### src/rtl/mem_port_arbiter.sv
// mem_port_arbiter
//
// Shares the unified instruction/data memory of the multicycle MIPS core
// between the CPU memory port and the program loader/debug port. Each
// access runs as IDLE -> ACCESS (WAIT_CYCLES+1 cycles) -> RESP, with a
// one-cycle acknowledge in RESP and at least one IDLE cycle between
// accesses. The loader is protected from starvation by a streak counter
// that limits how many CPU grants may pass it by.
//
// Ports:
//   clk, rst              clock (rising edge), async active-low reset
//   cpu_req/we/addr/wdata CPU request, held until cpu_ack
//   cpu_rdata, cpu_ack    CPU read data (held between reads), done pulse
//   cpu_stall             cpu_req & ~cpu_ack, to the main decoder
//   ld_req/we/addr/wdata  loader request, held until ld_ack
//   ld_rdata, ld_ack      loader read data (held between reads), done pulse
//   mem_en/we/addr/wdata  memory controls, all zero outside ACCESS
//   mem_rdata             combinational memory read data
//   grant_ld              owner of the current/last access (1 = loader)

module mem_port_arbiter #(
  parameter int unsigned ADDR_W         = 32,
  parameter int unsigned DATA_W         = 32,
  parameter int unsigned WAIT_CYCLES    = 2,
  parameter int unsigned MAX_CPU_STREAK = 4
) (
  input  logic              clk,
  input  logic              rst,
  input  logic              cpu_req,
  input  logic              cpu_we,
  input  logic [ADDR_W-1:0] cpu_addr,
  input  logic [DATA_W-1:0] cpu_wdata,
  output logic [DATA_W-1:0] cpu_rdata,
  output logic              cpu_ack,
  output logic              cpu_stall,
  input  logic              ld_req,
  input  logic              ld_we,
  input  logic [ADDR_W-1:0] ld_addr,
  input  logic [DATA_W-1:0] ld_wdata,
  output logic [DATA_W-1:0] ld_rdata,
  output logic              ld_ack,
  output logic              mem_en,
  output logic              mem_we,
  output logic [ADDR_W-1:0] mem_addr,
  output logic [DATA_W-1:0] mem_wdata,
  input  logic [DATA_W-1:0] mem_rdata,
  output logic              grant_ld
);

  typedef enum logic [1:0] {
    IDLE   = 2'd0,
    ACCESS = 2'd1,
    RESP   = 2'd2
  } state_t;

  localparam logic [3:0] LAST_CNT   = 4'(WAIT_CYCLES);
  localparam logic [3:0] MAX_STREAK = 4'(MAX_CPU_STREAK);

  state_t            state_q, state_d;
  logic [3:0]        cnt_q, cnt_d;
  logic [3:0]        streak_q, streak_d;
  logic [ADDR_W-1:0] addr_q, addr_d;
  logic [DATA_W-1:0] wdata_q, wdata_d;
  logic              we_q, we_d;
  logic              grant_ld_q, grant_ld_d;
  logic [DATA_W-1:0] cpu_rdata_q, cpu_rdata_d;
  logic [DATA_W-1:0] ld_rdata_q, ld_rdata_d;

  logic ld_wins;
  logic last_beat;

  // The loader wins when it is alone, or when the CPU has used up its
  // allowance of consecutive grants while the loader was waiting.
  assign ld_wins   = ld_req & (~cpu_req | (streak_q == MAX_STREAK));
  assign last_beat = (state_q == ACCESS) && (cnt_q == LAST_CNT);

  always_comb begin
    state_d     = state_q;
    cnt_d       = cnt_q;
    streak_d    = streak_q;
    addr_d      = addr_q;
    wdata_d     = wdata_q;
    we_d        = we_q;
    grant_ld_d  = grant_ld_q;
    cpu_rdata_d = cpu_rdata_q;
    ld_rdata_d  = ld_rdata_q;

    unique case (state_q)
      IDLE: begin
        if (cpu_req || ld_req) begin
          state_d    = ACCESS;
          cnt_d      = 4'd0;
          grant_ld_d = ld_wins;
          if (ld_wins) begin
            addr_d  = ld_addr;
            wdata_d = ld_wdata;
            we_d    = ld_we;
          end else begin
            addr_d  = cpu_addr;
            wdata_d = cpu_wdata;
            we_d    = cpu_we;
          end
        end

        // Streak only counts CPU grants that made the loader wait.
        if (!ld_req || ld_wins) begin
          streak_d = 4'd0;
        end else if (cpu_req && streak_q != MAX_STREAK) begin
          streak_d = streak_q + 4'd1;
        end
      end

      ACCESS: begin
        cnt_d = cnt_q + 4'd1;
        if (last_beat) begin
          state_d = RESP;
          cnt_d   = 4'd0;
          if (!we_q) begin
            if (grant_ld_q) begin
              ld_rdata_d = mem_rdata;
            end else begin
              cpu_rdata_d = mem_rdata;
            end
          end
        end
      end

      RESP: begin
        state_d = IDLE;
      end

      default: begin
        state_d = IDLE;
      end
    endcase
  end

  always_ff @(posedge clk or negedge rst) begin
    if (!rst) begin
      state_q     <= IDLE;
      cnt_q       <= 4'd0;
      streak_q    <= 4'd0;
      addr_q      <= '0;
      wdata_q     <= '0;
      we_q        <= 1'b0;
      grant_ld_q  <= 1'b0;
      cpu_rdata_q <= '0;
      ld_rdata_q  <= '0;
    end else begin
      state_q     <= state_d;
      cnt_q       <= cnt_d;
      streak_q    <= streak_d;
      addr_q      <= addr_d;
      wdata_q     <= wdata_d;
      we_q        <= we_d;
      grant_ld_q  <= grant_ld_d;
      cpu_rdata_q <= cpu_rdata_d;
      ld_rdata_q  <= ld_rdata_d;
    end
  end

  // Memory side is only driven during ACCESS; the write strobe fires on
  // the final wait cycle so the address has been stable for the whole access.
  always_comb begin
    mem_en    = 1'b0;
    mem_we    = 1'b0;
    mem_addr  = '0;
    mem_wdata = '0;
    if (state_q == ACCESS) begin
      mem_en    = 1'b1;
      mem_we    = we_q & last_beat;
      mem_addr  = addr_q;
      mem_wdata = wdata_q;
    end
  end

  assign cpu_ack   = (state_q == RESP) & ~grant_ld_q;
  assign ld_ack    = (state_q == RESP) &  grant_ld_q;
  // Gated by rst so the decoder sees no stall while the arbiter is held in reset.
  assign cpu_stall = rst & cpu_req & ~cpu_ack;
  assign cpu_rdata = cpu_rdata_q;
  assign ld_rdata  = ld_rdata_q;
  assign grant_ld  = grant_ld_q;

endmodule

### config.mk
export PLATFORM = sky130hd
export DESIGN_NAME = mem_port_arbiter
export DESIGN_NICKNAME = d
export VERILOG_FILES = /design/src/rtl/mem_port_arbiter.sv
export SDC_FILE = /design/constraint.sdc
export NUM_CORES = 1
export LEC_CHECK = 0
export ABC_AREA = 1
export ABC_CLOCK_PERIOD_IN_PS = 1800
export CAP_MARGIN = 30
export CORE_MARGIN = 4
export CORE_UTILIZATION = 30
export DETAILED_ROUTE_END_ITERATION = 10
export GPL_ROUTABILITY_DRIVEN = 0
export GPL_TIMING_DRIVEN = 0
export MAX_ROUTING_LAYER = met4
export PLACE_DENSITY_LB_ADDON = 0.25
export SYNTH_ARGS = -nofsm -noshare
export SYNTH_HDL_FRONTEND = slang
export SYNTH_SLANG_ARGS = --single-unit
export TNS_END_PERCENT = 30
### constraint.sdc
create_clock -name clk -period 1.8 [get_ports clk]
set_clock_uncertainty 0.1 [all_clocks]
set_input_delay 0.27 -clock clk [delete_from_list [all_inputs] [get_ports clk]]
set_output_delay 0.27 -clock clk [all_outputs]
set_load 0.01 [all_outputs]
# Yosys cells after proc, flatten, opt, wreduce, memory -nomap -nowiden
# Cells that the tools add are included.
# word_totals
output_inout_bits,134
mem_bits_ro,0
reg_bits,140
memories,0
mem_bits_rw,0
latch_bits,0
# classes
n_mux,15
eq_ne,7
n_reduce_logical,14
n_div,0
n_lt_le_gt_ge,0
n_mul,0
bitwise_logic,11
shift,0
n_addsub,2
# op_table
cell,n
2-to-1 mux 32 bit,4
2-to-1 mux 4 bit,4
adder 4 x 1 -> 4 bit (second input constant),2
one-hot mux 4 bit (2 select lines),1
AND reduction 2 bit,4
AND reduction 4 bit,2
bitwise AND 1 bit,6
equality test 4 x 2 -> 1 bit (second input constant),1
equality test 4 x 3 -> 1 bit (second input constant),1
2-to-1 mux 2 bit,2
inequality test 2 bit (second input constant),2
inequality test 4 x 3 -> 1 bit (second input constant),1
inverter 1 bit,4
one-hot mux 2 bit (2 select lines),1
nonzero test 2 bit,2
2-to-1 mux 1 bit,3
equality test 2 x 1 -> 1 bit (second input constant),1
equality test 2 bit (second input constant),1
logical AND 1 bit,2
zero test 2 bit,1
logical OR 1 bit,2
zero test 1 bit,1
OR 1 bit,1

# Logic depth before layout (Yosys ltp)
# logic_depth
ltp_word,6
ltp_mapped,10
depth_no_buf,8

# Worst setup path after synthesis
# Ideal clock, no wire load.
# synth_timing
path_type,flip-flop to flip-flop
start,register streak_q[0]
end,register addr_q[10]
stages_incl_launch_ff,11
n_path_buf,2
arrival_time_ns,1.421
period_less_slack_ns,1.638
path_slack_ns,0.162
setup_time_ns,0.118
path_cell_list,dfrtp_1 > inv_1 > ha_1 > nand3_1 > nand2_1 > nand2_1 > buf_4 > clkbuf_1 > nand2_1 > nand3_1 > nand2_1
# synth_between
elab_chain_cells,4
# synth_rtl
element,line_no,text
from (decl),61,"logic [3:0] streak_q, streak_d;"
from (signal assigned),152,streak_q <= streak_d;
equality test 4 x 3 -> 1 bit,74,assign ld_wins = ld_req & (~cpu_req | (streak_q == MAX_STREAK));
OR 1 bit,74,
bitwise AND 1 bit,74,
2-to-1 mux 32 bit,94,if (ld_wins) begin
to (signal assigned),153,addr_q <= addr_d;
to (decl),62,"logic [ADDR_W-1:0] addr_q, addr_d;"
# Every way passes these cells.
# A chain may end at the register's enable or synchronous reset.

# Final worst setup path
# layout_timing
start,register state_q[1]
end,output mem_addr[23]
# layout_between
elab_chain_cells,2
# layout_rtl
element,line_no,text
from (decl),59,"state_t state_q, state_d;"
from (signal assigned),150,state_q <= state_d;
equality test 2 x 1 -> 1 bit,169,if (state_q == ACCESS) begin
2-to-1 mux 32 bit,169,
to (decl),44,"output logic [ADDR_W-1:0] mem_addr,"
# Every way passes these cells.

==> metrics.txt <==
status finished, violations left; failing checks negative hold slack, negative setup slack; share of post-route cells with drive strength above 1 18.0%; Int Pwr 11,500 uW; Max Slew Vio Count 0; Ports 300; CP Data Required Time 1.43 ns; Syn Inst Count 1,001; Max rail drop VDD 593 uV; Hold Slack -0.300 ns; max_cap viols 0; Fmax 0.501 GHz; clk_lat worst skew 0.41 ns; startpoint types flip-flop; TritonRoute pass-1 iters 4; DRC 0; worst min-delay path category in2async; Comb power frac 50.9%; power after layout 18,700 uW; crit path max fanout 10; Pwr Density 1600 nW/um^2; # clock sinks 140; fin nets 1,501; initial DRC count 279; Reg2Reg Setup Slack -0.01 ns; Row Count 57; Overflow after GRT 0; fillcell total 2,444; CP Capture Type primary output; first-pass GRT wire length 38.2 mm; setup ws final -0.196 ns; CTS H-tree lvls 4; Die ar. 27,500 um^2; multi-input logic area 2800 um^2; Vias per Instance 4.28; number of global-route vias before repair 7,198; Worst slew margin 60.9%; initial antenna violation count 0; leakage 0.00625 uW; slowest CP cell dfrtp_2; area grow syn2layout 56.4%; Clk pin slew, worst setup/hold paths 0.07 ns; pin count of the biggest net entering global routing 88; sequential-to-total area share from yosys stat 46.9%; Period Utilization, post-route 111%; mean area per synthesized cell 7.47 um^2; Max Root-Sink Buffers 2; Port Buffer Count 298; Root Driver clkbuf_16; Setup Slack @ Placement -0.550 ns; CTS tree yes; Setup TNS -7.57 ns; Detailed Place HPWL 17.6 mm; FF-to-FF Start state_q[0]; worst-margin pin slew 0.586 ns; die extent in x 166 um; initial core utilization 30.6%; clock group share of total power 19.5%; CP most frequent cell buf_8; FF+latch area 3510 um^2; Cell variety after synth 24; syn_nets 1,171; cells along the critical path nor2_4 > inv_6 > buf_8 > buf_8 > nor2_1 > buf_2; # diodes 0; WL/cell 14.2 um; CTS Buf Count 17; Arr. time, crit path 1.63 ns; Routed WL 23.7 mm; WP buf/inv 4; Synth Register Bits 140; CP delay by family, top buffers and inverters; # setup viols final 68; worst stage delay on the critical path 0.43 ns; Syn. warnings 0; synthesized cell area 7470 um^2; DR vias 7,133; Die H 166 um; core region area 24,400 um^2; RSZ-0062 raised after global routing yes; R2R Path End addr_q[10]; final hold vios 53; Sw Share 38.6%; R2R cell count 9; Setup CP Type reg2out; Net Switching 7200 uW; sequential share of power 29.6%; GRT Util Overall 17.7%; post-route ant nets 0; minimum clock period 2.00 ns
[layout make-up]
class                      instances  area share [%]
buffer                            55            4.04
clock buffer                      17            3.64
clock inverter                    15            1.51
inverter                         242            7.81
multi-input combinational        564            24.0
sequential                       140            30.0
tap                              324            3.47
timing repair buffer             311            25.6
[repair_timing]
action,CTS,global route
buffers inserted,9,1
gates resized for setup,328,19
setup endpoints to repair,126,128
pin swaps,3,1
endpoints found under the hold margin,53,53
cloned,2,0
[worst max-delay path by stage]
stage / from / end / slack, ns / cells past startpoint
final: state_q[1] / mem_addr[23] / -0.20 / 6
after global routing: state_q[1] / mem_addr[23] / -0.29 / 6
after CTS: state_q[0] / mem_addr[23] / -0.23 / 7
after detailed placement: cpu_req / addr_q[10] / -0.55 / 8
after global placement: rst / addr_q[17] / -5.81 / 1
after floorplan: streak_q[0] / addr_q[10] / 0.16 / 10
[per-layer routing]
| layer | up-vias | track usage [%] | routed length, um |
|---|---|---|---|
| met2 | 205 | 29.8 | 11800 |
| met1 | 3269 | 20.8 | 9970 |
| met3 | 26 | 4.50 | 1460 |
| li1 | 3633 | - | - |
| met4 | 0 | 5.92 | 480 |
| met5 | - | - | 0 |
[through the flow]
step | area [um^2] | instances | util (%)
after CTS | 11700 | 1667 | 48.0
after global routing | 11700 | 1668 | 47.9
after floorplan | 7470 | 1001 | -
after detailed placement | 10900 | 1624 | 44.7
after global placement | 10900 | 1623 | 44.5
final | 11700 | 1668 | 47.9
[placed cells by master (no fill, tap or decap), types with 19 or more instances in the layout]
cell,synthesis,routed
o21ai_2,61,60
buf_2,10,48
inv_1,239,238
clkdlybuf4s15_2,0,19
nor2_1,68,59
nand2_1,268,268
dfrtp_1,140,137
buf_6,12,21
clkdlybuf4s50_1,0,227
nand3_1,139,138
[synth_stat cells (all sizes together)]
library cell  instances  area [um^2]
nor2                 71          298
o21ai                70          579
nand3b                1         7.51
xor2                  2         17.5
inv                 242          908
o22ai                 2         12.5
xnor2                 2         17.5
ha                    4         50.1
nand2               270         1030
nor3b                 1         7.51
dfrtp               140         3500
buf                  35          264
nor3                  2         10.0
nand3               139          696
clkbuf               20         75.1
[worst reg2reg max path, stage by stage (launching register included)]
cell,delay (ns)
dfrtp_2,0.43
buf_12,0.13
buf_4,0.13
nor2_4,0.20
o21ai_4,0.17
inv_2,0.10
buf_8,0.15
buf_4,0.18
nand3_1,0.11
nand2_1,0.07
[kinds of logic after synthesis]
| kind of cell | share of synthesized area (%) |
|---|---|
| and+or+nand+nor | 27.4 |
| buffers and inverters | 16.7 |
| DFF | 46.9 |
| AOI/OAI and AO/OA | 7.92 |
| xor gates and xnor gates | 0.469 |
| adders and majority gates | 0.670 |
[state kept, by name, indices dropped and copies added (netlist names)]
name	cells
addr_q	32
cpu_rdata	32
ld_rdata	32
wdata_q	32
cnt_q	4
streak_q	4
state_q	2
grant_ld	1
we_q	1
[power groups by stage]
| stage | Sequential [uW] | Combinational (uW) | Clock (uW) |
|---|---|---|---|
| floorplan | 5760 | 4190 | 0 |
| global placement | 5510 | 9100 | 0 |
| detailed placement | 5550 | 9150 | 0 |
| CTS | 5510 | 9710 | 3740 |
| global route | 5710 | 10500 | 3880 |
| finish | 5510 | 9490 | 3640 |
Power figures use the tool's default switching activity.
